## src/rtl/lzss_decoder_pkg.sv

```systemverilog
// rtl/lzss_decoder_pkg.sv - shared sizes, token layout and FSM state type for the LZSS decoder.
package lzss_decoder_pkg;
  localparam int SEARCH_BUFFER_DEPTH     = 7;
  localparam int SEARCH_BUFFER_WIDTH     = 8;
  localparam int HIST_DEPTH              = SEARCH_BUFFER_DEPTH * SEARCH_BUFFER_WIDTH;
  localparam int LOOKAHEAD_BUFFER_LENGTH = 8;
  localparam int MIN_MATCH               = 4;

  localparam int LZSS_TOKEN_W = 24;
  localparam int LEN_MSB      = 23;
  localparam int LEN_LSB      = 16;
  localparam int OFF_MSB      = 15;
  localparam int OFF_LSB      = 0;

  localparam int PTR_W  = $clog2(HIST_DEPTH);
  localparam int FILL_W = $clog2(HIST_DEPTH + 1);
  // Read index is wr_ptr - off, which needs one sign bit beyond PTR_W.
  localparam int IDX_W  = 7;

  typedef struct packed {
    logic [7:0]  length;
    logic [15:0] offset;
  } lzss_match_t;

  typedef enum logic {
    ST_IDLE,
    ST_COPY
  } lzss_state_e;
endpackage

```

## src/rtl/lzss_decoder_if.sv

```systemverilog
// rtl/lzss_decoder_if.sv - token-in / symbol-out handshake bundle for the LZSS decoder.
interface lzss_decoder_if;
  import lzss_decoder_pkg::*;

  logic [LZSS_TOKEN_W-1:0] token_in;
  logic                    literal;
  logic                    token_valid;
  logic                    token_ready;
  logic [7:0]              data_out;
  logic                    data_valid;
  logic                    data_ready;
  logic                    busy;
  logic                    err;

  modport master (
    output token_in, literal, token_valid, data_ready,
    input  token_ready, data_out, data_valid, busy, err
  );

  modport slave (
    input  token_in, literal, token_valid, data_ready,
    output token_ready, data_out, data_valid, busy, err
  );
endinterface

```

## src/rtl/lzss_decoder_history_buffer.sv

```systemverilog
// rtl/lzss_decoder_history_buffer.sv - circular history of emitted symbols with fill count
// and combinational back-reference read at (wr_ptr - off) mod HIST_DEPTH.
module lzss_history_buffer
  import lzss_decoder_pkg::*;
(
  input  logic              clk,
  input  logic              rst_,
  input  logic              we_i,
  input  logic [7:0]        wdata_i,
  input  logic [IDX_W-1:0]  off_i,
  output logic [7:0]        rdata_o,
  output logic [FILL_W-1:0] fill_o
);
  logic [7:0]        mem_q [HIST_DEPTH];
  logic [PTR_W-1:0]  wr_ptr_q, wr_ptr_d;
  logic [FILL_W-1:0] fill_q, fill_d;
  logic [IDX_W-1:0]  diff, rd_idx;

  // Depth is not a power of two, so a negative difference is folded by adding HIST_DEPTH.
  always_comb begin
    diff    = IDX_W'(wr_ptr_q) - off_i;
    rd_idx  = diff[IDX_W-1] ? diff + IDX_W'(HIST_DEPTH) : diff;
    rdata_o = (rd_idx < IDX_W'(HIST_DEPTH)) ? mem_q[rd_idx[PTR_W-1:0]] : 8'h00;
    wr_ptr_d = (wr_ptr_q == PTR_W'(HIST_DEPTH - 1)) ? '0 : wr_ptr_q + 1'b1;
    fill_d   = (fill_q == FILL_W'(HIST_DEPTH)) ? fill_q : fill_q + 1'b1;
  end

  assign fill_o = fill_q;

  always_ff @(posedge clk) begin
    if (rst_) begin
      wr_ptr_q <= '0;
      fill_q   <= '0;
    end else if (we_i) begin
      wr_ptr_q <= wr_ptr_d;
      fill_q   <= fill_d;
    end
  end

  always_ff @(posedge clk) begin
    if (we_i) mem_q[wr_ptr_q] <= wdata_i;
  end
endmodule

```

## src/rtl/lzss_decoder.sv

```systemverilog
// rtl/lzss_decoder.sv - LZSS token decoder: literal pass-through, match expansion from
// history one symbol per cycle, legality check with error pulse for dropped tokens.
module lzss_decoder
  import lzss_decoder_pkg::*;
(
  input  logic           clk,
  input  logic           rst_,
  lzss_decoder_if.slave  bus
);
  lzss_state_e       state_q;
  logic [7:0]        data_q;
  logic              valid_q;
  logic              busy_q;
  logic              err_q;
  logic [IDX_W-1:0]  off_q;
  logic [7:0]        rem_q;

  lzss_match_t       tok_m;
  logic              out_free;
  logic              accept;
  logic              legal;
  logic              hist_we;
  logic [7:0]        hist_wdata;
  logic [7:0]        hist_rdata;
  logic [IDX_W-1:0]  rd_off;
  logic [FILL_W-1:0] fill;

  always_comb begin
    tok_m    = lzss_match_t'(bus.token_in[LEN_MSB:OFF_LSB]);
    out_free = !valid_q || bus.data_ready;
    accept   = bus.token_valid && bus.token_ready;
    legal    = (tok_m.length >= 8'(MIN_MATCH)) &&
               (tok_m.length <= 8'(LOOKAHEAD_BUFFER_LENGTH)) &&
               (tok_m.offset != 16'd0) &&
               (tok_m.offset <= 16'(fill));
    // In IDLE the first match symbol is read with the incoming offset, before it is latched.
    rd_off     = (state_q == ST_COPY) ? off_q : tok_m.offset[IDX_W-1:0];
    hist_we    = !rst_ &&
                 (((state_q == ST_IDLE) && accept && (bus.literal || legal)) ||
                  ((state_q == ST_COPY) && out_free));
    hist_wdata = ((state_q == ST_IDLE) && bus.literal) ? bus.token_in[7:0] : hist_rdata;
  end

  assign bus.token_ready = !rst_ && (state_q == ST_IDLE) && out_free;
  assign bus.data_out    = data_q;
  assign bus.data_valid  = valid_q;
  assign bus.busy        = busy_q;
  assign bus.err         = err_q;

  lzss_history_buffer u_hist (
    .clk     (clk),
    .rst_    (rst_),
    .we_i    (hist_we),
    .wdata_i (hist_wdata),
    .off_i   (rd_off),
    .rdata_o (hist_rdata),
    .fill_o  (fill)
  );

  always_ff @(posedge clk) begin
    if (rst_) begin
      state_q <= ST_IDLE;
      data_q  <= '0;
      valid_q <= 1'b0;
      busy_q  <= 1'b0;
      err_q   <= 1'b0;
      off_q   <= '0;
      rem_q   <= '0;
    end else begin
      err_q <= 1'b0;
      if (bus.data_ready) valid_q <= 1'b0;
      unique case (state_q)
        ST_IDLE: begin
          if (accept) begin
            if (bus.literal) begin
              data_q  <= bus.token_in[7:0];
              valid_q <= 1'b1;
            end else if (legal) begin
              data_q  <= hist_rdata;
              valid_q <= 1'b1;
              off_q   <= tok_m.offset[IDX_W-1:0];
              rem_q   <= tok_m.length - 8'd1;
              state_q <= ST_COPY;
              busy_q  <= 1'b1;
            end else begin
              err_q <= 1'b1;
            end
          end
        end
        ST_COPY: begin
          if (out_free) begin
            data_q  <= hist_rdata;
            valid_q <= 1'b1;
            rem_q   <= rem_q - 8'd1;
            if (rem_q == 8'd1) begin
              state_q <= ST_IDLE;
              busy_q  <= 1'b0;
            end
          end
        end
        default: state_q <= ST_IDLE;
      endcase
    end
  end
endmodule

```

## src/flat_wrapper.sv

```systemverilog
// flat-port wrapper written by rule: the top's interface ports become plain ports
module lzss_decoder_flat import lzss_decoder_pkg::*;
  (clk, rst_, bus_token_in, bus_literal, bus_token_valid, bus_data_ready, bus_token_ready, bus_data_out, bus_data_valid, bus_busy, bus_err);
  lzss_decoder_if bus_i ();
  input  logic clk;
  input  logic rst_;
  input wire logic [$bits(bus_i.token_in)-1:0] bus_token_in;
  input wire logic [$bits(bus_i.literal)-1:0] bus_literal;
  input wire logic [$bits(bus_i.token_valid)-1:0] bus_token_valid;
  input wire logic [$bits(bus_i.data_ready)-1:0] bus_data_ready;
  output wire logic [$bits(bus_i.token_ready)-1:0] bus_token_ready;
  output wire logic [$bits(bus_i.data_out)-1:0] bus_data_out;
  output wire logic [$bits(bus_i.data_valid)-1:0] bus_data_valid;
  output wire logic [$bits(bus_i.busy)-1:0] bus_busy;
  output wire logic [$bits(bus_i.err)-1:0] bus_err;
  assign bus_i.token_in = bus_token_in;
  assign bus_i.literal = bus_literal;
  assign bus_i.token_valid = bus_token_valid;
  assign bus_i.data_ready = bus_data_ready;
  assign bus_token_ready = bus_i.token_ready;
  assign bus_data_out = bus_i.data_out;
  assign bus_data_valid = bus_i.data_valid;
  assign bus_busy = bus_i.busy;
  assign bus_err = bus_i.err;
  lzss_decoder u_core (.clk(clk), .rst_(rst_), .bus(bus_i));
endmodule
```

## config.mk

```make
export PLATFORM = sky130hd
export DESIGN_NAME = lzss_decoder_flat
export DESIGN_NICKNAME = d
export VERILOG_FILES = /design/src/rtl/lzss_decoder_pkg.sv /design/src/rtl/lzss_decoder_if.sv /design/src/rtl/lzss_decoder_history_buffer.sv /design/src/rtl/lzss_decoder.sv /design/src/flat_wrapper.sv
export SDC_FILE = /design/constraint.sdc
export NUM_CORES = 1
export LEC_CHECK = 0
export CORE_ASPECT_RATIO = 1.25
export CORE_UTILIZATION = 48
export DETAILED_ROUTE_END_ITERATION = 10
export GPL_TIMING_DRIVEN = 1
export HOLD_SLACK_MARGIN = 0.15
export PLACE_DENSITY = 0.61
export SYNTH_ARGS = -nofsm -noshare
export SYNTH_HDL_FRONTEND = slang
export SYNTH_SLANG_ARGS = --single-unit
```

## constraint.sdc

```tcl
create_clock -name clk -period 9.9 [get_ports clk]
set_input_delay 1.485 -clock clk [delete_from_list [all_inputs] [get_ports clk]]
set_output_delay 1.485 -clock clk [all_outputs]
set_load 0.01 [all_outputs]
```

# [Yosys cells after proc, flatten, opt, wreduce, memory -nomap -nowiden]
# Memories as Yosys holds them, arrays and structs flattened.
# Index checks and enable logic that the tools add are counted.
[word_totals] ff_bits=39 latchBits=0 mem_bits_rw=448 rom_bits=0 inputBits=29 output_inout_bits=12 elab_cells=92 mem_count=1
[mem_list] memory="u_core.u_hist.mem_q" depth=56 width=8 rd=1 rd_ports_with_merged_regs=0 wr=1 line_no="lzss_decoder_history_buffer.sv:14" rtl="logic [7:0] mem_q [HIST_DEPTH];"
[classes] addsub=6 multipliers=0 div=0 n_lt_le_gt_ge=4 n_eq_ne=9 n_shift=0 n_mux=36 bitwise=4 reduce_logical=23
[op_table] op="8-bit 2-to-1 mux" n=10
[op_table] op="8-bit case mux with 2 select lines" n=2
[op_table] op="1-bit 2-to-1 mux" n=18
[op_table] op="16-bit by 6-bit <= comparator with 1-bit output" n=1
[op_table] op="16-bit nonzero test" n=1
[op_table] op="8-bit by 1-bit subtractor with 8-bit output, second input constant" n=2
[op_table] op="7-bit 2-to-1 mux" n=2
[op_table] op="6-bit by 1-bit adder with 6-bit output, second input constant" n=2
[op_table] op="6-bit equality test, second input constant" n=2
[op_table] op="1-bit logical AND" n=11
[op_table] op="8-bit by 1-bit equality test with 1-bit output, second input constant" n=1
[op_table] op="8-bit by 3-bit greater-or-equal comparator with 1-bit output, second input constant" n=1
[op_table] op="8-bit by 4-bit <= comparator with 1-bit output, second input constant" n=1
[op_table] op="4-bit AND reduction" n=2
[op_table] op="7-bit by 6-bit adder with 7-bit output, second input constant" n=1
[op_table] op="7-bit by 6-bit less-than comparator with 1-bit output, second input constant" n=1
[op_table] op="6-bit by 7-bit subtractor with 7-bit output" n=1
[op_table] op="6-bit 2-to-1 mux" n=1
[op_table] op="2-bit inequality test, second input constant" n=3
[op_table] op="1-bit case mux with 2 select lines" n=3
[op_table] op="5-bit AND reduction" n=1
[op_table] op="2-bit by 1-bit inequality test with 1-bit output, second input constant" n=2
[op_table] op="1-bit inverter" n=4
[op_table] op="4-bit OR reduction" n=1
[op_table] op="5 further kinds" n=8

# [Logic depth before layout (Yosys ltp)]
[logic_depth] ltp_word=10 mapped_depth=20 mapped_depth_nobuf=14

# [Modules after synthesis]
# A second synthesis with hierarchy kept.
[unflattened] cells_unflattened=1185 hier_area_um2=20449.6
[by_module_without_submodules] module="lzss_history_buffer" n_inst=1 cells_each=972 area_per_inst_um2=18662.9 seq_area_each_um2=13693.1
[by_module_without_submodules] module="lzss_decoder" n_inst=1 cells_each=213 area_per_inst_um2=1786.7 seq_area_each_um2=540.5

# [Worst setup path before layout]
# No wires, ideal clock.
[synth_path] path_type="input to register" start="in bus_token_in[0]" end="mem u_core.u_hist.mem_q[0][3], data pin" setup_time_ns=0.336 arrival_time_ns=5.285 required_time_ns=9.564 slack_ns=4.279 path_stages=15 path_buffers=2 path_cell_list="inv_1 o21ai_0 ha_1 fa_1 nand2b_1 a21oi_1 xnor2_1 ha_1 a32o_1 nor4bb_1 buf_4 buf_6 mux4_2 a2bb2oi_1 nand2_1"
[synth_between] elab_chain_len=7 word_cells_on_any_way=8 classes_between="add/sub (2); order compare (1); mux (4); memory (1)"
[synth_lines] item="start, declared" line_no="flat_wrapper.sv:7" rtl="input wire logic [$bits(bus_i.token_in)-1:0] bus_token_in;"
[synth_lines] item="7-bit 2-to-1 mux *" line_no="lzss_decoder.sv:37" rtl="rd_off = (state_q == ST_COPY) ? off_q : tok_m.offset[IDX_W-1:0];"
[synth_lines] item="6-bit by 7-bit subtractor with 7-bit output *" line_no="lzss_decoder_history_buffer.sv:21" rtl="diff = IDX_W'(wr_ptr_q) - off_i;"
[synth_lines] item="7-bit by 6-bit adder with 7-bit output" line_no="lzss_decoder_history_buffer.sv:22" rtl="rd_idx = diff[IDX_W-1] ? diff + IDX_W'(HIST_DEPTH) : diff;"
[synth_lines] item="7-bit 2-to-1 mux *" line_no="lzss_decoder_history_buffer.sv:22"
[synth_lines] item="memory 56 x 8 bit / 7-bit by 6-bit less-than comparator with 1-bit output (equally long branches)"
[synth_lines] item="8-bit 2-to-1 mux *" line_no="lzss_decoder_history_buffer.sv:23" rtl="rdata_o = (rd_idx < IDX_W'(HIST_DEPTH)) ? mem_q[rd_idx[PTR_W-1:0]] : 8'h00;"
[synth_lines] item="8-bit 2-to-1 mux *" line_no="lzss_decoder.sv:41" rtl="hist_wdata = ((state_q == ST_IDLE) && bus.literal) ? bus.token_in[7:0] : hist_rdata;"
[synth_lines] item="net u_core.hist_wdata[3]" line_no="lzss_decoder.sv:23" rtl="logic [7:0] hist_wdata;"
[synth_lines] item="end, declared" line_no="lzss_decoder_history_buffer.sv:14"
# Mark *: on every way through the listed nets, which the timed path passes. The rest lies on a longest branch.

# [Final worst setup path]
[layout_path] start="in bus_token_in[0]" end="mem u_core.u_hist.mem_q[14][2], data pin"
# The elaborated chain is that of the path after synthesis.

==> results.md <==
* Worst-path clk slew at 0.06 ns
* Grt ovf at 0
* Max VDD drop at approximately 140 uV
* First-pass GRT wire length at 64300 um
* Initial antenna violation count at 0
* M1 WL at 18600 um
* Final wirelength at 43300 um
* Synthesized flop and latch total at 487
* Largest family of logic cells by synthesized area: multiplexers
* Hold_ws at just under 0.5 ns
* Simple-gate portion of the synthesized area at 0.0518
* Max-Cap Viols at 0
* Initial Util at 0.489
* Cts hold-fix bufs at 0
* Final Max Tran Viols at 0
* Post-synthesis sequential area ratio at 0.704
* Final Hold Vio Count at 0
* Layout area overhead at 12.0%
* TritonCTS clock tree: built
* GPL Wtd Cong at 0.799
* Synth Area in XOR/XNOR at 0.00755
* P_sw at 1.03 mW
* Share of cells above drive strength 1 at 0.190
* Cells after Synth at 1105
* Vias at 10100
* CP Class: in2reg
* Total track usage at 0.206
* DR WL/cell at 25.0 um
* Most frequent cells in the layout: edfxtp_1 (448), mux4_2 (119), nor2_1 (103)
* H-tree depth at 2
* Worst setup startpoint: bus_token_in[0]
* Clock Sinks at 487
* CP arrival at approximately 6.5 ns
* CP top delay family: adder cells
* Critical Path Start Type: primary input
* DRT Pass-1 Iters at 6
* FFs w/ async S/R, synth at 0
* Cell Area, Synth at a little over 20000 um2
* Syn Area/Cell at between 15 and 20 um2
* Final instance area at roughly 23000 um2
* Prevailing post-synth register cell: edfxtp_1
* Post-Syn Nets at 1155
* RSZ-0062 raised after global routing: no
* Filler Cells Inserted at about 3200
* Part of the power in the clock network at 0.380
* Pwr Total at between 4 and 5 mW
* N_diodes at 0
* Skew final at 0.0239 ns
* FF-to-FF End: u_core.u_hist.mem_q[14][2]
* Adder-cell share of the synthesized area at 0.0134
* CP max FO at 60
* I/O pin cnt at 41
* Worst path bufs/invs at 3
* Slew at the pin with the worst max-slew slack at approximately 1.1 ns
* Worst path cell trace: clkdlybuf4s50_1 -> inv_1 -> o21ai_0 -> ha_4 -> fa_4 -> buf_12 -> mux4_2 -> mux2i_1 -> mux4_2 -> a2bb2oi_1 -> nand2_2
* Hpwl dp at 26900 um
* Ys Warns at 0
* Met3 wire len at 1940 um
* Crit share post-route at 0.652
* Setup violators final at 0
* Crit. End Element: flip-flop
* Logic pwr share at 0.104
* Die Area at around 43000 um2
* Worst R2R Path Depth at 9
* Rows at 83
* Flop-to-flop setup slack at 4.28 ns
* Max Buffers Root-to-Sink at 3
* Int Pwr at approximately 3.5 mW
* Vias in the first global route at 10200
* Multiplexer share of the synthesized area at 0.170
* Netlist cell types at between 60 and 70
* Sw frac at 0.226
* Area fraction in compound gates after synthesis at 0.0354
* Reg-to-reg critical path startpoint: u_core.state_q
* Pwr Density at 200 nW/um2
* Achievable Freq at 155 MHz
* Number of flops mapped to enable cells by yosys at around 450
* Largest net degree at the start of global routing at 61
* Sequential Area at 14200 um2
* Starting DRT DRC Count at 777
* DRC Markers at 0
* Period minus WS final at 6.45 ns
* Hold Path Class: reg2reg
* Core area at 41300 um2
* CTS Buf Count at 46
* Flop pwr share at 0.515
* Final setup TNS at 0 ns
* Critical path depth at 11
* Post-CTS Setup Repair Bufs at 0
* CP max stage delay at 1.49 ns
* Worst skew pair latency at 0.56 ns
* DP Area at between 20000 and 25000 um2
* Die width at 186 um
* Top cell by count, worst path: mux4_2
* Slowest CP cell: fa_4
* Most common cell after layout, fill and taps aside: edfxtp_1
* Via density at 5.86
* Leakage at 7.21 nW
* Multi-input combinational cell area at between 5000 and 6000 um2
* Top Layer Used: met4
* Layout net count at around 1200
* Root Driver: clkbuf_16
* Slew Limit Headroom at 0.277
* Worst setup path endpoint: u_core.u_hist.mem_q[14][2]
* Antenna viol nets, final at 0
* Buffers added on ports at 40
* Hold_sp: u_core.bus.busy
* Data required, critical path at 9.93 ns
* Met2 WL at 21800 um
* DIE HEIGHT at 231 um
* CTS resizes at 0
* Status: complete, no violations
[power by group through the flow]
stage,combinational (mW),clock [mW],sequential [mW]
finish,0.474,1.73,2.34
global route,0.510,1.83,2.34
CTS,0.483,1.76,2.34
detailed placement,0.482,0,2.38
global placement,0.473,0,2.38
floorplan,0.322,0,2.38
[Yosys cell counts, types with 10 or more instances]
library cell  number  share of area
dfxtp_1           39          0.039
nor2_1           103          0.019
nand2_1           41         0.0076
a211oi_1          14         0.0052
clkbuf_1          21         0.0039
nor2b_1           14         0.0043
edfxtp_1         448           0.67
a21oi_1           20         0.0049
inv_1             19         0.0035
nand3_1           10         0.0025
mux2i_1           55          0.027
o21ai_0           15         0.0037
ha_1              20          0.012
mux4_2           119           0.13
buf_2             19         0.0047
[through the flow]
| step | util | setup slack, ns | std cells |
|---|---|---|---|
| 4_1_cts | 0.548 | 3.50 | 1731 |
| 6_report | 0.548 | 3.45 | 1731 |
| 3_5_place_dp | 0.513 | 2.92 | 1650 |
| 2_1_floorplan | - | 4.28 | 1105 |
| 3_3_place_gp | 0.513 | 2.95 | 1650 |
| 5_1_grt | 0.548 | 3.22 | 1731 |
[routing by layer]
metal / track usage / vias up
li1: - / 4542
met1: 0.279 / 5282
met2: 0.347 / 264
met3: 0.0324 / 61
met4: 0.0546 / 0
met5: 0 / -
[logic make-up (layout without fill, tap and decap cells)]
kind of cell | after synthesis | count (layout)
AND/OR/NAND/NOR | 222 | 222
XOR/XNOR | 15 | 15
flip-flops | 487 | 487
multiplexers | 186 | 186
AO/OA/AOI/OAI | 99 | 99
adder cells (fa/ha/maj) | 21 | 21
buffers and inverters | 75 | 149
[area by class of cell]
type,count,area share
Timing Repair Buffer,49,0.0223
Clock buffer,60,0.0550
Inverter,19,0.00315
Sequential cell,487,0.629
Multi-Input combinational cell,543,0.251
Clock inverter,21,0.00923
Tap cell,552,0.0305
[sequential cells by signal, summed over array words and instances (netlist names)]
signal,cells
u_core.state_q,1
u_core.bus.busy,1
u_core.bus.data_out,8
u_core.rem_q,8
u_core.u_hist.fill_o,6
u_core.off_q,7
u_core.u_hist.mem_q,448
u_core.u_hist.wr_ptr_q,6
u_core.bus.err,1
u_core.bus.data_valid,1
[how the worst min path moves through the flow]
stage / end / slack, ns / cells after the start
global placement: u_core.bus.busy / 0.47 / 2
finish: u_core.bus.busy / 0.48 / 2
floorplan: u_core.off_q[1] / 0.46 / 2
CTS: u_core.bus.busy / 0.48 / 2
detailed placement: u_core.bus.busy / 0.47 / 2
global route: u_core.bus.busy / 0.49 / 2
[worst reg2reg max path, stage by stage (launching register included)]
cell	delay (ns)
dfxtp_1	0.65
o21ai_0	0.26
ha_4	0.22
fa_4	1.49
buf_12	0.48
mux4_2	0.38
mux2i_1	0.35
mux4_2	0.37
a2bb2oi_1	0.25
nand2_2	0.64
No activity file was read; power rests on OpenSTA's default activity.
